--- src/rtl/csi2_pkg.sv ---
// -----------------------------------------------------------------------------
// csi2_pkg
// Shared definitions for the CSI-2 D-PHY HS lane aligner:
//   byte_t         - one HS lane byte
//   SYNC_BYTE      - default SoT sync byte (0xB8, LSB received first)
//   align_state_t  - global aligner FSM states
//   hamming1()     - true when two bytes differ in exactly one bit
// -----------------------------------------------------------------------------
package csi2_pkg;

    typedef logic [7:0] byte_t;

    localparam byte_t SYNC_BYTE = 8'hB8;

    typedef enum logic [2:0] {
        ST_IDLE,
        ST_HUNT,
        ST_ALIGN,
        ST_STREAM,
        ST_ERR
    } align_state_t;

    function automatic logic hamming1(input byte_t a, input byte_t b);
        byte_t x;
        x = a ^ b;
        // exactly one bit set: non-zero and a power of two
        return (x != '0) && ((x & (x - 8'd1)) == '0);
    endfunction

endpackage

--- src/rtl/csi2_lane_sync.sv ---
// -----------------------------------------------------------------------------
// csi2_lane_sync
// One HS lane: previous-byte register, SoT sync offset search over the
// 16-bit window {cur, prev}, lock flag/offset, and a small deskew FIFO.
// Optional feature macro: HS_ALIGN_SOFT_SYNC_EN (accept Hamming-distance-1
// sync windows when no exact match exists at any offset).
// Ports:
//   clk, rst   - byte clock, synchronous active-high reset
//   clear      - flush lane state and FIFO (HS inactive or deskew timeout)
//   hunt_en    - offset search permitted this cycle
//   in_valid   - in_byte carries a new gearbox byte
//   in_byte    - unaligned byte, LSB received first
//   pop        - pop one aligned byte (common to all lanes)
//   locked     - lane has found its sync offset
//   hit        - sync found this cycle (lock takes effect next cycle)
//   head       - aligned byte presented for the current pop
// -----------------------------------------------------------------------------
module csi2_lane_sync
    import csi2_pkg::*;
#(
    parameter byte_t       SYNC  = SYNC_BYTE,
    parameter int unsigned DEPTH = 4
) (
    input  logic       clk,
    input  logic       rst,
    input  logic       clear,
    input  logic       hunt_en,
    input  logic       in_valid,
    input  logic [7:0] in_byte,
    input  logic       pop,
    output logic       locked,
    output logic       hit,
    output logic [7:0] head
);

    localparam int unsigned AW = (DEPTH > 1) ? $clog2(DEPTH) : 1;
    localparam int unsigned CW = $clog2(DEPTH + 1);

    byte_t          prev;
    logic [15:0]    window;
    logic [2:0]     off;
    logic [2:0]     off_sel;
    logic           found;
    byte_t          aligned;
    logic           push;
    logic           bypass;
    byte_t          mem [DEPTH];
    logic [AW-1:0]  wr_ptr;
    logic [AW-1:0]  rd_ptr;
    logic [CW-1:0]  count;

    function automatic logic [AW-1:0] ptr_next(input logic [AW-1:0] p);
        return (p == AW'(DEPTH - 1)) ? '0 : p + 1'b1;
    endfunction

    assign window = {in_byte, prev};

    // Lowest exact offset first; soft matches only considered if no exact hit.
    always_comb begin
        found   = 1'b0;
        off_sel = '0;
        for (int unsigned k = 0; k < 8; k++) begin
            if (!found && (window[k +: 8] == SYNC)) begin
                found   = 1'b1;
                off_sel = 3'(k);
            end
        end
`ifdef HS_ALIGN_SOFT_SYNC_EN
        for (int unsigned k = 0; k < 8; k++) begin
            if (!found && hamming1(window[k +: 8], SYNC)) begin
                found   = 1'b1;
                off_sel = 3'(k);
            end
        end
`endif
    end

    assign hit     = hunt_en && in_valid && !locked && found;
    assign aligned = window[off +: 8];
    assign push    = locked && in_valid;
    // Empty FIFO with simultaneous push/pop: the byte passes straight through,
    // so the last-locking lane adds no latency.
    assign bypass  = push && pop && (count == '0);
    assign head    = (count == '0) ? aligned : mem[rd_ptr];

    always_ff @(posedge clk) begin
        if (push && !bypass) begin
            mem[wr_ptr] <= aligned;
        end
    end

    always_ff @(posedge clk) begin
        if (rst || clear) begin
            prev   <= '0;
            locked <= 1'b0;
            off    <= '0;
            wr_ptr <= '0;
            rd_ptr <= '0;
            count  <= '0;
        end else begin
            if (in_valid) begin
                prev <= in_byte;
            end
            if (hit) begin
                locked <= 1'b1;
                off    <= off_sel;
            end
            if (!bypass) begin
                if (push) begin
                    wr_ptr <= ptr_next(wr_ptr);
                end
                if (pop) begin
                    rd_ptr <= ptr_next(rd_ptr);
                end
                if (push && !pop) begin
                    count <= count + 1'b1;
                end else if (pop && !push) begin
                    count <= count - 1'b1;
                end
            end
        end
    end

endmodule

--- src/rtl/csi2_hs_lane_aligner.sv ---
// -----------------------------------------------------------------------------
// csi2_hs_lane_aligner
// Multi-lane D-PHY HS byte aligner: per-lane SoT sync search and lock,
// lane deskew, and emission of lane-aligned byte vectors with one valid.
// Optional feature macro: HS_ALIGN_SOFT_SYNC_EN (soft sync match, see
// csi2_lane_sync).
// Ports:
//   clk, rst   - byte clock, synchronous active-high reset
//   hs_active  - all lanes in HS mode
//   in_valid   - new gearbox byte on every lane
//   in_data    - unaligned bytes, lane n in [8n+7:8n]
//   out_valid  - out_data holds one aligned byte per lane
//   out_data   - aligned bytes, lane n in [8n+7:8n]
//   locked     - per-lane lock status
//   sync_err   - one-cycle pulse on deskew timeout
// -----------------------------------------------------------------------------
module csi2_hs_lane_aligner
    import csi2_pkg::*;
#(
    parameter int unsigned LANES    = 2,
    parameter byte_t       SYNC     = SYNC_BYTE,
    parameter int unsigned SKEW_MAX = 3
) (
    input  logic               clk,
    input  logic               rst,
    input  logic               hs_active,
    input  logic               in_valid,
    input  logic [8*LANES-1:0] in_data,
    output logic               out_valid,
    output logic [8*LANES-1:0] out_data,
    output logic [LANES-1:0]   locked,
    output logic               sync_err
);

    align_state_t       state;
    align_state_t       state_nxt;
    logic [2:0]         skew_cnt;
    logic [LANES-1:0]   hit;
    logic [LANES-1:0]   lock_nxt;
    logic [8*LANES-1:0] heads;
    logic               any_lock;
    logic               all_lock;
    logic               hunt_en;
    logic               pop;
    logic               timeout;
    logic               clear;

    // Lock view including locks found this cycle, so simultaneous final
    // lock beats a timeout in the same cycle.
    assign lock_nxt = locked | hit;
    assign any_lock = |lock_nxt;
    assign all_lock = &lock_nxt;
    assign hunt_en  = (state == ST_HUNT) || (state == ST_ALIGN);
    assign pop      = hs_active && in_valid && (state == ST_STREAM);
    assign timeout  = hs_active && in_valid && (state == ST_ALIGN) && !all_lock &&
                      ((skew_cnt + 3'd1) == 3'(SKEW_MAX));
    assign clear    = !hs_active || timeout;

    for (genvar n = 0; n < LANES; n++) begin : g_lane
        csi2_lane_sync #(
            .SYNC  (SYNC),
            .DEPTH (SKEW_MAX + 1)
        ) u_lane (
            .clk      (clk),
            .rst      (rst),
            .clear    (clear),
            .hunt_en  (hunt_en),
            .in_valid (in_valid),
            .in_byte  (in_data[8*n +: 8]),
            .pop      (pop),
            .locked   (locked[n]),
            .hit      (hit[n]),
            .head     (heads[8*n +: 8])
        );
    end

    always_comb begin
        state_nxt = state;
        if (!hs_active) begin
            state_nxt = ST_IDLE;
        end else begin
            unique case (state)
                ST_IDLE:   state_nxt = ST_HUNT;
                ST_HUNT: begin
                    if (all_lock)      state_nxt = ST_STREAM;
                    else if (any_lock) state_nxt = ST_ALIGN;
                end
                ST_ALIGN: begin
                    if (all_lock)     state_nxt = ST_STREAM;
                    else if (timeout) state_nxt = ST_ERR;
                end
                ST_STREAM: state_nxt = ST_STREAM;
                ST_ERR:    state_nxt = ST_ERR;
                default:   state_nxt = ST_IDLE;
            endcase
        end
    end

    always_ff @(posedge clk) begin
        if (rst) begin
            state     <= ST_IDLE;
            skew_cnt  <= '0;
            out_valid <= 1'b0;
            out_data  <= '0;
            sync_err  <= 1'b0;
        end else begin
            state     <= state_nxt;
            out_valid <= pop;
            sync_err  <= timeout;
            if (pop) begin
                out_data <= heads;
            end
            if (state != ST_ALIGN) begin
                skew_cnt <= '0;
            end else if (in_valid && hs_active) begin
                skew_cnt <= skew_cnt + 3'd1;
            end
        end
    end

endmodule

--- config.mk ---
export PLATFORM = sky130hd
export DESIGN_NAME = csi2_hs_lane_aligner
export DESIGN_NICKNAME = d
export VERILOG_FILES = /design/src/rtl/csi2_pkg.sv /design/src/rtl/csi2_lane_sync.sv /design/src/rtl/csi2_hs_lane_aligner.sv
export SDC_FILE = /design/constraint.sdc
export NUM_CORES = 1
export LEC_CHECK = 0
export ABC_CLOCK_PERIOD_IN_PS = 2600
export BUFFER_PORTS_ARGS = -buffer_cell sky130_fd_sc_hd__buf_2
export CORE_MARGIN = 4
export CORE_UTILIZATION = 53
export CTS_CLUSTER_DIAMETER = 100
export DETAILED_ROUTE_END_ITERATION = 12
export PLACE_DENSITY_LB_ADDON = 0.05
export SYNTH_ARGS = -nofsm -noshare
export SYNTH_HDL_FRONTEND = slang
export SYNTH_SLANG_ARGS = --single-unit
--- constraint.sdc ---
create_clock -name clk -period 2.6 [get_ports clk]
set_input_delay 0.52 -clock clk [delete_from_list [all_inputs] [get_ports clk]]
set_output_delay 0.52 -clock clk [all_outputs]
set_load 0.02 [all_outputs]
==> out/results.tsv, run 1 <==
metric	value	unit
ANT cells	0	
row cnt	39	
FF-to-FF Start	g_lane[0].u_lane.prev[7]	
htree depth	4	
post-cts hold buffer count	0	
Die W	118	microns
vias in the first global route	4280	
global-route wire length before repair	21700	microns
Fillers	909	
fmax	435	MHz
root buf cell	clkbuf_16	
dpl hpwl	9220	microns
TritonCTS buffer count	17	
IO Count	40	
Post-synth EDFFs	64	
RSZ-0062 raised after global routing	no	
CP Capture Type	flip-flop	
DRT Pass-1 Iters	5	
CTS Sinks	130	
layout cells sized above 1	21.3	%
Via density	5.82	
reg2reg setup slack	0.30	ns
worst vdd ir	0.415	mV
Crit Path Class	flip-flop to flip-flop	
gpl congestion	0.816	
Primary FF master, synth	dfxtp_1	
drc violations	0	
CP startpoint kind	flip-flop	
Routed wire per std cell	17.5	microns
Area Overhead vs Synth	16.3	%
HP Start	in_data[15]	
Port Buffers	39	
worst hold-check path type	input pin to flip-flop	
Die Y-Extent	118	microns
core box area	11700	sq um
yosys warns	0	
final setup fails	0	
Final nets	631	
Hold EP	g_lane[1].u_lane.prev[7]	
fin. max-slew vios	0	
die area	13900	sq um
Slew @ Worst Pin	0.733	ns
sum of negative setup slack	0	ns
Netlist cell types	52	
max_cap viols	0	
clk buf depth	2	
largest area contributor in the netlist	edfxtp_1	
initial antenna violation count	0	
Final Hold Viols	0	
Initial Util	55.1	%
largest net degree at the start of global routing	39	
cells after synthesis	552	
Final period util	88.4	%
Total Routed Length	13100	microns
Hold WS	0.394	ns
Final min period	2.30	ns
Async SR Flop Fraction	0	%
R2R cell count	7	
CTS tree	built	
hold path depth	3	
average cell area after synthesis	11.6	sq um
top cells by area, synth	edfxtp_1 (30%), dfxtp_1 (21%), mux2i_1 (10%)	
#FFs+latches synth	130	
grt total ovfl	0	
Slew headroom	50.6	%
syn nets	590	
run status	finished, final reports clean	
detailed-route via count	4356	
sequential area share after synthesis	50.5	%
total power	4700	uW
Clock transition at path regs	0.06	ns
Crit Path Max Fanout	38	
Critical Path AT	2.57	ns
Leak	0.00277	uW
clk_skew	0.00975	ns
setup bufs post-CTS	0	
post-cts resize count	0	
Post-DRT Antenna Nets	0	
worst reg2reg endpoint	g_lane[0].u_lane.off[2]	
Clock Latency Late Sink	0.42	ns
GRT Util Overall	19.7	%
pwr/cell area	629	nW/um^2
critical path data required time	2.87	ns
Cell Area, Synth	6420	sq um
DR iter-0 viols	315	
area share of the largest cell type after synthesis	29.9	%
-- metal layers --
layer | routed length [microns] | global-route usage, % | vias to the layer above
met2 | 6100 | 30.0 | 75
met3 | 504 | 5.24 | 18
li1 | - | - | 2150
met4 | 213 | 7.25 | 0
met5 | 0 | 0 | -
met1 | 6260 | 27.0 | 2113
-- power breakdown --
group | internal (uW) | total (uW) | switching [uW]
Sequential | 2150 | 2170 | 14.4
Combinational | 68.2 | 167 | 99.3
Clock | 1490 | 2370 | 875
Total | 3710 | 4700 | 989
-- registers in the layout (all words and copies together), names as in the netlist, named ones only --
signal	count
g_lane.u_lane.locked	2
out_data	16
out_valid	1
skew_cnt	3
g_lane.u_lane.prev	16
state	3
g_lane.u_lane.wr_ptr	4
g_lane.u_lane.off	6
g_lane.u_lane.mem	64
sync_err	1
g_lane.u_lane.rd_ptr	4
g_lane.u_lane.count	6
-- synthesized netlist by cell type (all sizes together) (10+ instances only) --
cell,n
dfxtp,66
mux2i,65
edfxtp,64
nor3,41
nor2,40
nand2,39
a21oi,20
buf,18
mux4,18
o21ai,18
a211oi,17
clkbuf,17
ha,16
inv,14
nor4bb,12
and2,10
and4bb,10
-- logic make-up (layout without fill, tap and decap cells) --
family	count (synthesis)	in the layout	share of synthesized area, %
flip-flops	130	130	50.5
multiplexers	92	92	18.0
adder cells (fa/ha/maj)	18	18	3.74
XOR/XNOR	8	8	1.09
buffers and inverters	50	104	3.54
AO/OA/AOI/OAI	75	75	7.81
AND/OR/NAND/NOR	179	179	15.3
-- layout make-up --
class                      count  area, sq um  share of cell area (%)
inverter                      15         56.3                   0.754
tap                          143          179                    2.39
timing repair buffer          57          430                    5.76
clock inverter                 9         91.3                    1.22
clock buffer                  23          512                    6.85
sequential                   130         3240                    43.4
multi-input combinational    372         2960                    39.6
-- metrics by stage --
step / cells / area, sq um / worst slack [ns] / util (%)
3_5_place_dp: 717 / 6870 / 0.125 / 58.9
5_1_grt: 749 / 7470 / 0.130 / 64.1
4_1_cts: 749 / 7470 / 0.322 / 64.1
3_3_place_gp: 717 / 6870 / 0.165 / 58.9
6_report: 749 / 7470 / 0.301 / 64.1
2_1_floorplan: 552 / 6420 / 0.129 / -
-- worst max-delay path, cell delays in order (launching register included) --
cell and delay (ns):
dfxtp_1 0.48, and4bb_1 0.24, o211ai_1 0.26, nand4_1 0.24, a21o_1 0.30, a211oi_4 0.29, buf_12 0.25, a2111oi_0 0.08
-- cells in the final DEF, fill, tap and decap left out, types with 5 or more instances in the layout --
cell type	Yosys	final
dfxtp_1	66	66
mux2i_1	65	65
edfxtp_1	64	64
nor3_1	41	41
nor2_1	40	40
nand2_1	39	39
buf_2	8	39
a21oi_1	20	20
clkbuf_16	0	20
mux4_2	18	18
a211oi_1	16	16
ha_1	16	16
inv_1	13	13
o21ai_0	13	13
nor4bb_1	12	12
and2_1	10	10
buf_4	4	10
mux2_2	9	9
buf_12	0	8
and4bb_1	5	5
and4bb_2	5	5
-- how the worst max path moves through the flow --
| stage | cells past startpoint | from | to |
|---|---|---|---|
| finish | 7 | g_lane[0].u_lane.prev[7] | g_lane[0].u_lane.off[2] |
| floorplan | 8 | hs_active | g_lane[1].u_lane.mem[0][0] |
| CTS | 7 | g_lane[0].u_lane.prev[7] | g_lane[0].u_lane.off[2] |
| detailed placement | 8 | in_data[3] | g_lane[0].u_lane.off[2] |
| global route | 7 | g_lane[0].u_lane.prev[7] | g_lane[0].u_lane.off[0] |
| global placement | 8 | in_data[3] | g_lane[0].u_lane.off[2] |
Note: power is estimated with default switching activity, not from simulation.
==> run 2: changes to the inputs <==
Settings changed: ABC_CLOCK_PERIOD_IN_PS 2600 to 2640, CELL_PAD_IN_SITES_DETAIL_PLACEMENT set to 0, CELL_PAD_IN_SITES_GLOBAL_PLACEMENT set to 1, CORE_UTILIZATION 53 to 49, SETUP_SLACK_MARGIN set to 0.4.
Clock period 2.6 ns to 2.64 ns, I/O delays scaled along.
==> out/results.tsv, run 2 (synthesis gave the netlist of run 1 again) <==
metric	value	unit
run status	finished, final reports clean	
most flop-heavy register	g_lane.u_lane.mem	
gpl congestion	0.800	
R2R cell count	8	
ANT cells	0	
total power	4640	uW
Final Hold Viols	0	
commonest cells after routing, fill and taps aside	mux2i_1 (65), edfxtp_1 (64), dfxtp_1 (60)	
sum of negative setup slack	0	ns
crit-path leading delay family	compound AO/OA/AOI/OAI gates	
met1 Usage GRT	27.9	%
vias in the first global route	4251	
Area Overhead vs Synth	16.3	%
Worst path slowest cell	dfxtp_1	
combinational share of power	3.6	%
core box area	12700	sq um
Final period util	81.9	%
GRT Util Overall	19.2	%
Levels on crit path	8	
Slew headroom	56.9	%
Slowest Stage Delay on Critical Path	0.48	ns
Largest regs	g_lane.u_lane.mem x64, g_lane.u_lane.prev x16, out_data x16	
Total Routed Length	13500	microns
dpl hpwl	9420	microns
Port Buffers	39	
fin. max-slew vios	0	
Die Y-Extent	122	microns
Die W	122	microns
max_cap viols	0	
most common cell after layout, fill and taps aside	mux2i_1	
CP Capture Type	flip-flop	
die area	15000	sq um
hold path depth	3	
worst vdd ir	0.448	mV
largest net degree at the start of global routing	33	
critical path data required time	2.92	ns
pwr/cell area	621	nW/um^2
switch share	21.0	%
Crit Path Max Fanout	16	
worst hold-check path type	input pin to flip-flop	
Hold WS	0.403	ns
reg2reg setup slack	0.48	ns
root buf cell	clkbuf_16	
layout cells sized above 1	24.3	%
Clock transition at path regs	0.06	ns
DR iter-0 viols	231	
Leak	0.00275	uW
Post-DRT Antenna Nets	0	
global-route wire length before repair	22200	microns
post-cts hold buffer count	0	
DRT Pass-1 Iters	4	
met3 Resource Use GR	4.15	%
detailed-route via count	4310	
final setup fails	0	
drc violations	0	
Crit Path Class	flip-flop to flip-flop	
Via density	5.55	
Int Power	3670	uW
CP startpoint kind	flip-flop	
row cnt	41	
met2 Use GR	28.6	%
Routed wire per std cell	17.3	microns
Clk pwr share	50.5	%
CP Buf/Inv Count	2	
TritonCTS buffer count	17	
grt total ovfl	0	
Final nets	630	
clk_skew	0.00514	ns
htree depth	4	
initial antenna violation count	0	
switching pwr	974	uW
Seq pwr share	45.9	%
Clock Latency Late Sink	0.41	ns
CTS tree	built	
Slew @ Worst Pin	0.639	ns
IO Count	40	
clk buf depth	2	
fmax	463	MHz
CTS Sinks	130	
max FFs per register	64	
Critical Path AT	2.45	ns
Initial Util	50.5	%
grt peak-use layer	met2	
RSZ-0062 raised after global routing	yes	
Final min period	2.16	ns
CP Cell Sequence	nor4bb_1 -> o21ai_1 -> nand4_1 -> a21o_1 -> a211oi_4 -> buf_4 -> buf_12 -> a2111oi_0	
run 2: cell count changes in the layout (fill, tap and decap cells not counted), sizes merged:
| cell | change |
|---|---|
| inv | -1 |
| clkbuf | -3 |
| clkinvlp | +3 |
| buf | -2 |
| bufinv | +2 |
run 2: path summary, 6_finish.rpt:
kind	to	start
setup / recovery	g_lane[1].u_lane.off[0]	g_lane[0].u_lane.prev[6]
hold / removal	g_lane[0].u_lane.prev[7]	in_data[7]
setup reg to reg	g_lane[1].u_lane.off[0]	g_lane[0].u_lane.prev[6]
hold reg to reg	out_data[7]	out_data[7]
run 2: cell type report:
type	instances	area, sq um
multi-input combinational	372	2990
tap	172	215
inverter	15	60.1
sequential	130	3250
clock buffer	19	433
clock inverter	13	161
timing repair buffer	56	360
fill	1086	5250
run 2: per-layer routing:
layer  wire, microns  vias to the layer above
li1                -                     2147
met1            6700                     2087
met2            6190                       63
met3             450                       13
met4             142                        0
met5               0                        -
run 2: tightest hold or removal path, cell delays in order:
cell,delay [ns]
buf_2,0.08
mux2i_1,0.05
nor3_1,0.11
run 2: power groups by stage:
stage	Combinational (uW)	Clock (uW)	Sequential, uW
floorplan	104	0	2170
global placement	161	0	2170
detailed placement	163	0	2170
CTS	164	2390	2130
global route	185	2490	2130
finish	167	2340	2130
run 2: per-stage QoR:
| stage | worst slack (ns) | cell area, sq um | cells | utilization, % |
|---|---|---|---|---|
| floorplan | 0.371 | 6440 | 552 | - |
| global placement | 0.207 | 6780 | 739 | 53.3 |
| detailed placement | 0.0975 | 6780 | 739 | 53.3 |
| CTS | 0.408 | 7380 | 771 | 58.0 |
| global route | 0.334 | 7470 | 777 | 58.7 |
| finish | 0.478 | 7470 | 777 | 58.7 |
run 2: what timing repair did:
action | CTS | global route
resized for setup | 0 | 15
setup buffers | 0 | 4
setup endpoints to repair | 0 | 51
